[src/rtl/lpc_pkg.sv]
// Constants and types shared by the LPC encoder and the LPC synthesis filter.
package lpc_pkg;

  localparam int LPC_ORDER = 10;
  localparam int LPC_FRAC  = 12;
  localparam int ACC_W     = 40;

  localparam logic [15:0] REG_CTRL   = 16'h0000;
  localparam logic [15:0] REG_OVRCNT = 16'h0001;
  localparam logic [15:0] REG_SATCNT = 16'h0002;

  typedef enum logic [1:0] {
    S_IDLE = 2'd0,
    S_MAC  = 2'd1,
    S_DONE = 2'd2
  } lpc_state_t;

endpackage

[src/rtl/lpc_round_sat.sv]
// Round-half-up and saturate a Q.FRAC accumulator down to a DW-bit sample.
module lpc_round_sat
  import lpc_pkg::*;
#(
  parameter int DW   = 16,
  parameter int FRAC = LPC_FRAC
) (
  input  logic signed [ACC_W-1:0] acc,
  output logic signed [DW-1:0]    y,
  output logic                    sat
);

  // One guard bit so adding the half-LSB can never wrap.
  localparam logic signed [ACC_W:0] HALF = {{(ACC_W+1-FRAC){1'b0}}, 1'b1, {(FRAC-1){1'b0}}};
  localparam logic signed [ACC_W:0] MAXV = {{(ACC_W+2-DW){1'b0}}, {(DW-1){1'b1}}};
  localparam logic signed [ACC_W:0] MINV = {{(ACC_W+2-DW){1'b1}}, {(DW-1){1'b0}}};

  logic signed [ACC_W:0] rnd;
  logic signed [ACC_W:0] shifted;

  assign rnd     = {acc[ACC_W-1], acc} + HALF;
  assign shifted = rnd >>> FRAC;

  always_comb begin
    y   = shifted[DW-1:0];
    sat = 1'b0;
    if (shifted > MAXV) begin
      y   = MAXV[DW-1:0];
      sat = 1'b1;
    end else if (shifted < MINV) begin
      y   = MINV[DW-1:0];
      sat = 1'b1;
    end
  end

endmodule

[src/rtl/lpc_synth.sv]
// LPC synthesis filter y[n] = e[n] - sum A_k*y[n-k], one shared multiplier over the taps.
// state | meaning:  IDLE wait for v | MAC one tap per cycle | DONE round/sat, emit y, shift history
module lpc_synth
  import lpc_pkg::*;
#(
  parameter int DW    = 16,
  parameter int ORDER = LPC_ORDER,
  parameter int FRAC  = LPC_FRAC
) (
  input  logic                 clk,
  input  logic                 rst,
  input  logic signed [DW-1:0] e,
  input  logic                 v,
  input  logic signed [DW-1:0] A1,
  input  logic signed [DW-1:0] A2,
  input  logic signed [DW-1:0] A3,
  input  logic signed [DW-1:0] A4,
  input  logic signed [DW-1:0] A5,
  input  logic signed [DW-1:0] A6,
  input  logic signed [DW-1:0] A7,
  input  logic signed [DW-1:0] A8,
  input  logic signed [DW-1:0] A9,
  input  logic signed [DW-1:0] A10,
  input  logic                 coef_load,
  output logic signed [DW-1:0] y,
  output logic                 y_v,
  output logic                 busy,
  input  logic [15:0]          address,
  input  logic                 read,
  input  logic                 write,
  input  logic [15:0]          writedata,
  output logic [15:0]          readdata
);

  localparam int KW = $clog2(ORDER + 1);

  lpc_state_t state, state_nx;
  logic                    start;
  logic [KW-1:0]           k;
  logic signed [ACC_W-1:0] acc, acc_load, prod_ext;
  logic signed [2*DW-1:0]  prod;
  logic signed [DW-1:0]    coef_in [1:ORDER];
  logic signed [DW-1:0]    bank    [1:ORDER];
  logic signed [DW-1:0]    shadow  [1:ORDER];
  logic signed [DW-1:0]    hist    [1:ORDER];
  logic signed [DW-1:0]    rs_y;
  logic                    rs_sat;
  logic                    coef_pend, clr_pend, bypass;
  logic [15:0]             ovrcnt, satcnt;
  logic                    wr_ctrl, wr_ovr, wr_sat, clr_wr, clr_now, ovr_inc, sat_inc;
  logic                    unused_wd;

  always_comb begin
    coef_in[1]  = A1;
    coef_in[2]  = A2;
    coef_in[3]  = A3;
    coef_in[4]  = A4;
    coef_in[5]  = A5;
    coef_in[6]  = A6;
    coef_in[7]  = A7;
    coef_in[8]  = A8;
    coef_in[9]  = A9;
    coef_in[10] = A10;
  end

  assign acc_load = {{(ACC_W-DW-FRAC){e[DW-1]}}, e, {FRAC{1'b0}}};
  assign prod     = bank[k] * hist[k];
  assign prod_ext = {{(ACC_W-2*DW){prod[2*DW-1]}}, prod};
  assign busy     = (state != S_IDLE);

  lpc_round_sat #(.DW(DW), .FRAC(FRAC)) u_round_sat (
    .acc (acc),
    .y   (rs_y),
    .sat (rs_sat)
  );

  always_ff @(posedge clk or negedge rst) begin
    if (!rst) state <= S_IDLE;
    else      state <= state_nx;
  end

  // DONE also accepts v so a new sample can start on the edge its predecessor retires.
  always_comb begin
    state_nx = state;
    start    = 1'b0;
    unique case (state)
      S_IDLE: if (v) begin
        start    = 1'b1;
        state_nx = bypass ? S_DONE : S_MAC;
      end
      S_MAC:  if (k == KW'(ORDER)) state_nx = S_DONE;
      S_DONE: begin
        state_nx = S_IDLE;
        if (v) begin
          start    = 1'b1;
          state_nx = bypass ? S_DONE : S_MAC;
        end
      end
      default: state_nx = S_IDLE;
    endcase
  end

  assign wr_ctrl   = write && (address == REG_CTRL);
  assign wr_ovr    = write && (address == REG_OVRCNT);
  assign wr_sat    = write && (address == REG_SATCNT);
  assign clr_wr    = wr_ctrl && writedata[0];
  assign clr_now   = (clr_wr && (state != S_MAC)) || (clr_pend && (state == S_DONE));
  assign ovr_inc   = v && (state == S_MAC);
  assign sat_inc   = rs_sat && (state == S_DONE);
  assign unused_wd = ^writedata[15:2];

  always_ff @(posedge clk or negedge rst) begin
    if (!rst) begin
      acc       <= '0;
      k         <= '0;
      y         <= '0;
      y_v       <= 1'b0;
      coef_pend <= 1'b0;
      clr_pend  <= 1'b0;
      for (int i = 1; i <= ORDER; i++) begin
        bank[i]   <= '0;
        shadow[i] <= '0;
        hist[i]   <= '0;
      end
    end else begin
      y_v <= 1'b0;
      if (start) begin
        acc <= acc_load;
        k   <= KW'(1);
      end else if (state == S_MAC) begin
        acc <= acc - prod_ext;
        k   <= k + 1'b1;
      end

      if (state == S_DONE) begin
        y       <= rs_y;
        y_v     <= 1'b1;
        hist[1] <= rs_y;
        for (int i = 2; i <= ORDER; i++) hist[i] <= hist[i-1];
      end
      if (clr_now) begin
        for (int i = 1; i <= ORDER; i++) hist[i] <= '0;
      end

      // A load during MAC is parked in the shadow bank until the sample retires.
      if (coef_load && (state != S_MAC)) begin
        for (int i = 1; i <= ORDER; i++) bank[i] <= coef_in[i];
      end else if (coef_pend && (state == S_DONE)) begin
        for (int i = 1; i <= ORDER; i++) bank[i] <= shadow[i];
      end
      if (coef_load && (state == S_MAC)) begin
        for (int i = 1; i <= ORDER; i++) shadow[i] <= coef_in[i];
        coef_pend <= 1'b1;
      end else if (state == S_DONE) begin
        coef_pend <= 1'b0;
      end

      if (clr_wr && (state == S_MAC)) clr_pend <= 1'b1;
      else if (state == S_DONE)       clr_pend <= 1'b0;
    end
  end

  always_ff @(posedge clk or negedge rst) begin
    if (!rst) begin
      bypass   <= 1'b0;
      ovrcnt   <= '0;
      satcnt   <= '0;
      readdata <= '0;
    end else begin
      if (wr_ctrl) bypass <= writedata[1];

      if (ovr_inc) begin
        if (ovrcnt != 16'hFFFF) ovrcnt <= ovrcnt + 1'b1;
      end else if (wr_ovr) begin
        ovrcnt <= '0;
      end

      if (sat_inc) begin
        if (satcnt != 16'hFFFF) satcnt <= satcnt + 1'b1;
      end else if (wr_sat) begin
        satcnt <= '0;
      end

      if (read) begin
        case (address)
          REG_CTRL:   readdata <= {14'b0, bypass, 1'b0};
          REG_OVRCNT: readdata <= ovrcnt;
          REG_SATCNT: readdata <= satcnt;
          default:    readdata <= '0;
        endcase
      end
    end
  end

endmodule

[config.mk]
export PLATFORM = sky130hd
export DESIGN_NAME = lpc_synth
export DESIGN_NICKNAME = d
export VERILOG_FILES = /design/src/rtl/lpc_pkg.sv /design/src/rtl/lpc_round_sat.sv /design/src/rtl/lpc_synth.sv
export SDC_FILE = /design/constraint.sdc
export NUM_CORES = 2
export LEC_CHECK = 0
export CAP_MARGIN = 20
export CORE_UTILIZATION = 43
export CTS_CLUSTER_DIAMETER = 80
export CTS_CLUSTER_SIZE = 30
export DETAILED_ROUTE_END_ITERATION = 16
export GPL_TIMING_DRIVEN = 0
export SETUP_SLACK_MARGIN = 0.05
export SLEW_MARGIN = 30
export SYNTH_ARGS = -nofsm -noshare
export SYNTH_HDL_FRONTEND = slang
export SYNTH_SLANG_ARGS = --single-unit
[constraint.sdc]
create_clock -name clk -period 10.45 [get_ports clk]
set_clock_uncertainty 0.2 [all_clocks]
set_input_delay 2.09 -clock clk [delete_from_list [all_inputs] [get_ports clk]]
set_output_delay 2.09 -clock clk [all_outputs]
set_load 0.03 [all_outputs]
==> reports/metrics.csv <==
stage;metric;value;unit
global_route;grt ovf;0;
synth;Primary FF master, synth;dfrtp_1;
placed_design;Port Buffers;232;
synth;top cells by area, synth;dfrtp_1, fa_1, nand2_1;
route;vias;31300;
floorplan;die area;95700;µm²
synth;xor/xnor share of the synthesized area;1.79;%
cts;CTS Buf Count;36;
route;1st-iter DRT viols;2521;
critical_path;Top delay family on crit path;adder cells;
global_route;initial antenna violation count;2;
cts;Clock Tree Root;clkbuf_16;
sta;RSZ-0062 raised after global routing;false;
critical_path;critical path class;reg -> reg;
synth;Async SR Flop Fraction;100;%
synth;Distinct cells, synth;80;
placed_design;RePlAce Congestion;0.946;
synth;post-synthesis mux area share;11.9;%
synth;complex-gate fraction of the synthesized area;11.3;%
global_route;Total GRT Usage;27.0;%
synth;Yosys top cell by area;dfrtp_1;
cts;CTS Buffer Depth;3;
synth;Syn Nets;4833;
sta;fin crit period;10110;ps
route;wire per inst;22.1;µm
sta;slew margin rel.;33.6;%
critical_path;Most common cell on crit path;fa_1;
placed_design;pre-CTS WS;-1430;ps
critical_path;Worst Setup End Kind;flip-flop;
cts;H-Tree Depth;2;
sta;hold_ws;281;ps
cells_and_area;final net count;5113;
floorplan;# IOs;248;
sta;setup TNS;0;ps
critical_path;CP startpoint;k[1];
cts;hold_buf cts;0;
synth;Syn Area/Cell;9.74;µm²
cells_and_area;Layout area overhead;14.1;%
critical_path;CP max stage cell;fa_1;
synth;Post-Synthesis Cells;4167;
cts;worst skew pair latency;630;ps
cts;# clock sinks;594;
synth;Post-Synth Adder-Cell Area;20.3;%
synth;Warnings, synthesis;0;
floorplan;die width;309;µm
cts;clk slew on worst S/H paths;90;ps
synth;number of synthesized flops with an enable pin;0;
cells_and_area;Util after Layout;49.6;%
route;post-route ant nets;0;
floorplan;Core Area;93500;µm²
sta;Setup-failing EPs final;0;
route;final wirelength;127;mm
synth;Seq/Total Area, Yosys;36.6;%
cts;CTS tree;built;
route;Post-route DRC;0;
critical_path;CP Buf/Inv Count;9;
sta;Fmax;98.9;MHz
flow_run;Max Cap Viol;0;
sta;Final WS setup;340;ps
critical_path;Critical Path Start Type;flip-flop;
cells_and_area;commonest non-fill, non-tap cells in the layout;nand2_1, dfrtp_1, inv_1;
critical_path;r2r startpoint;k[1];
synth;Seq cells post-synth;594;
critical_path;Max FO, Critical Path;11;
floorplan;row count;112;
global_route;number of global-route vias before repair;31500;
status;status;finished clean;
cells_and_area;share of cells above drive strength 1;8.63;%
sta;period utilization;96.7;%
critical_path;Crit path required time;10750;ps
cells_and_area;commonest non-fill, non-tap cell in the layout;nand2_1;
route;vias per inst;5.47;
global_route;pin count of the biggest net entering global routing;85;
critical_path;slowest cell delay on critical path;600;ps
sta;Worst-Margin Slew;996;ps
sta;fin. max-slew vios;0;
synth;Synth Area in Simple Gates;11.4;%
route;drt first pass iters;6;
floorplan;Initial Util;43.4;%
hold_path;Hold Crit Start;coef_pend;
global_route;first-pass GRT wire length;195;mm
synth;Post-Synthesis Cell Area;40600;µm²
synth;largest family of logic cells by synthesized area;adder cells;
synth;Synth top area share;36.6;%
placed_design;detailed placer's ending HPWL;99.3;mm
hold_path;Hold Path Class;reg -> reg;
critical_path;CP Data Arrival Time;10410;ps
sta;Final Hold Viols;0;
floorplan;Die H;309;µm
-- registers in the layout, summed over array words and instances (netlist names) --
signal and count:
satcnt 16, shadow 160, bypass 1, readdata 16, coef_pend 1, k 4
clr_pend 1, state 2, y_v 1, ovrcnt 16, acc 40, y 16
hist 160, bank 160
-- worst paths after layout --
check | to | slack, ps | cells past startpoint
worst max-delay path | acc[37] | 340 | 31
worst min-delay path | coef_pend | 280 | 2
worst max register to register | acc[37] | 340 | 31
worst min register to register | coef_pend | 280 | 2
max in group asynchronous | shadow[64] | 7560 | 3
min in group asynchronous | ovrcnt[2] | 1200 | 1
-- metal layers --
layer	wire (µm)	up-vias	share of wire [%]	track usage, %
li1	-	14300	-	-
met1	54500	15800	43	36.9
met2	59500	1021	47	44.0
met3	8030	197	6.3	4.18
met4	4600	0	3.6	8.72
met5	0	-	0	0
-- what timing repair did --
item / CTS / global route
endpoints found under the setup margin: 26 / 11
pin swaps: 0 / 2
cloned: 0 / 0
resized for setup: 35 / 48
setup buffers: 0 / 1
hold endpoints to repair: 0 / 0
-- cell type report --
type	instances	area (µm²)
sequential	594	14900
buffer	235	1000
inverter	489	1840
antenna	1	2.50
clock buffer	37	905
fill	8797	47100
tap	1254	1570
multi-input combinational	2849	23200
clock inverter	25	374
timing repair buffer	242	2540
-- logic make-up after synthesis --
group,count (synthesis)
simple gates,1099
compound gates,783
buf+inv,724
flops,594
fa+ha+maj,452
mux,432
xor+xnor,83
-- synthesized netlist by cell type (all sizes together), types with 3 or more instances --
master and count:
nand3 27, fa 343, and4 4, a22o 5
o22ai 28, mux2i 220, o211ai 4, nand3b 3
a211oi 16, xnor2 57, nor2b 20, a22oi 46
nor4 11, a221oi 15, nand4 27, a21oi 292
o31ai 13, nand2b 22, clkbuf 184, nand2 651
inv 489, o22a 10, o21a 5, a211o 3
o2bb2ai 9, ha 109, nor2 242, o21ai 281
and3 28, a21o 23, buf 51, or3 11
xor2 26, o21bai 8, mux4 20, a31oi 4
nor3 21, mux2 192, and2 13, or2 13
dfrtp 594
-- metrics by stage --
step	area, µm²	std cells
3_3_place_gp	44500	5653
5_1_grt	46300	5725
3_5_place_dp	44800	5662
2_1_floorplan	40600	4167
4_1_cts	46200	5724
6_report	46300	5726
-- worst min-delay path, cell delays in order (launching register included) --
cell and delay, ps:
dfrtp_1 350, nand2_1 50, nand2_1 50
Power is left out: the tool's default activity adds up to more than one toggle a clock period on the data nets, which glitch-free logic cannot reach.
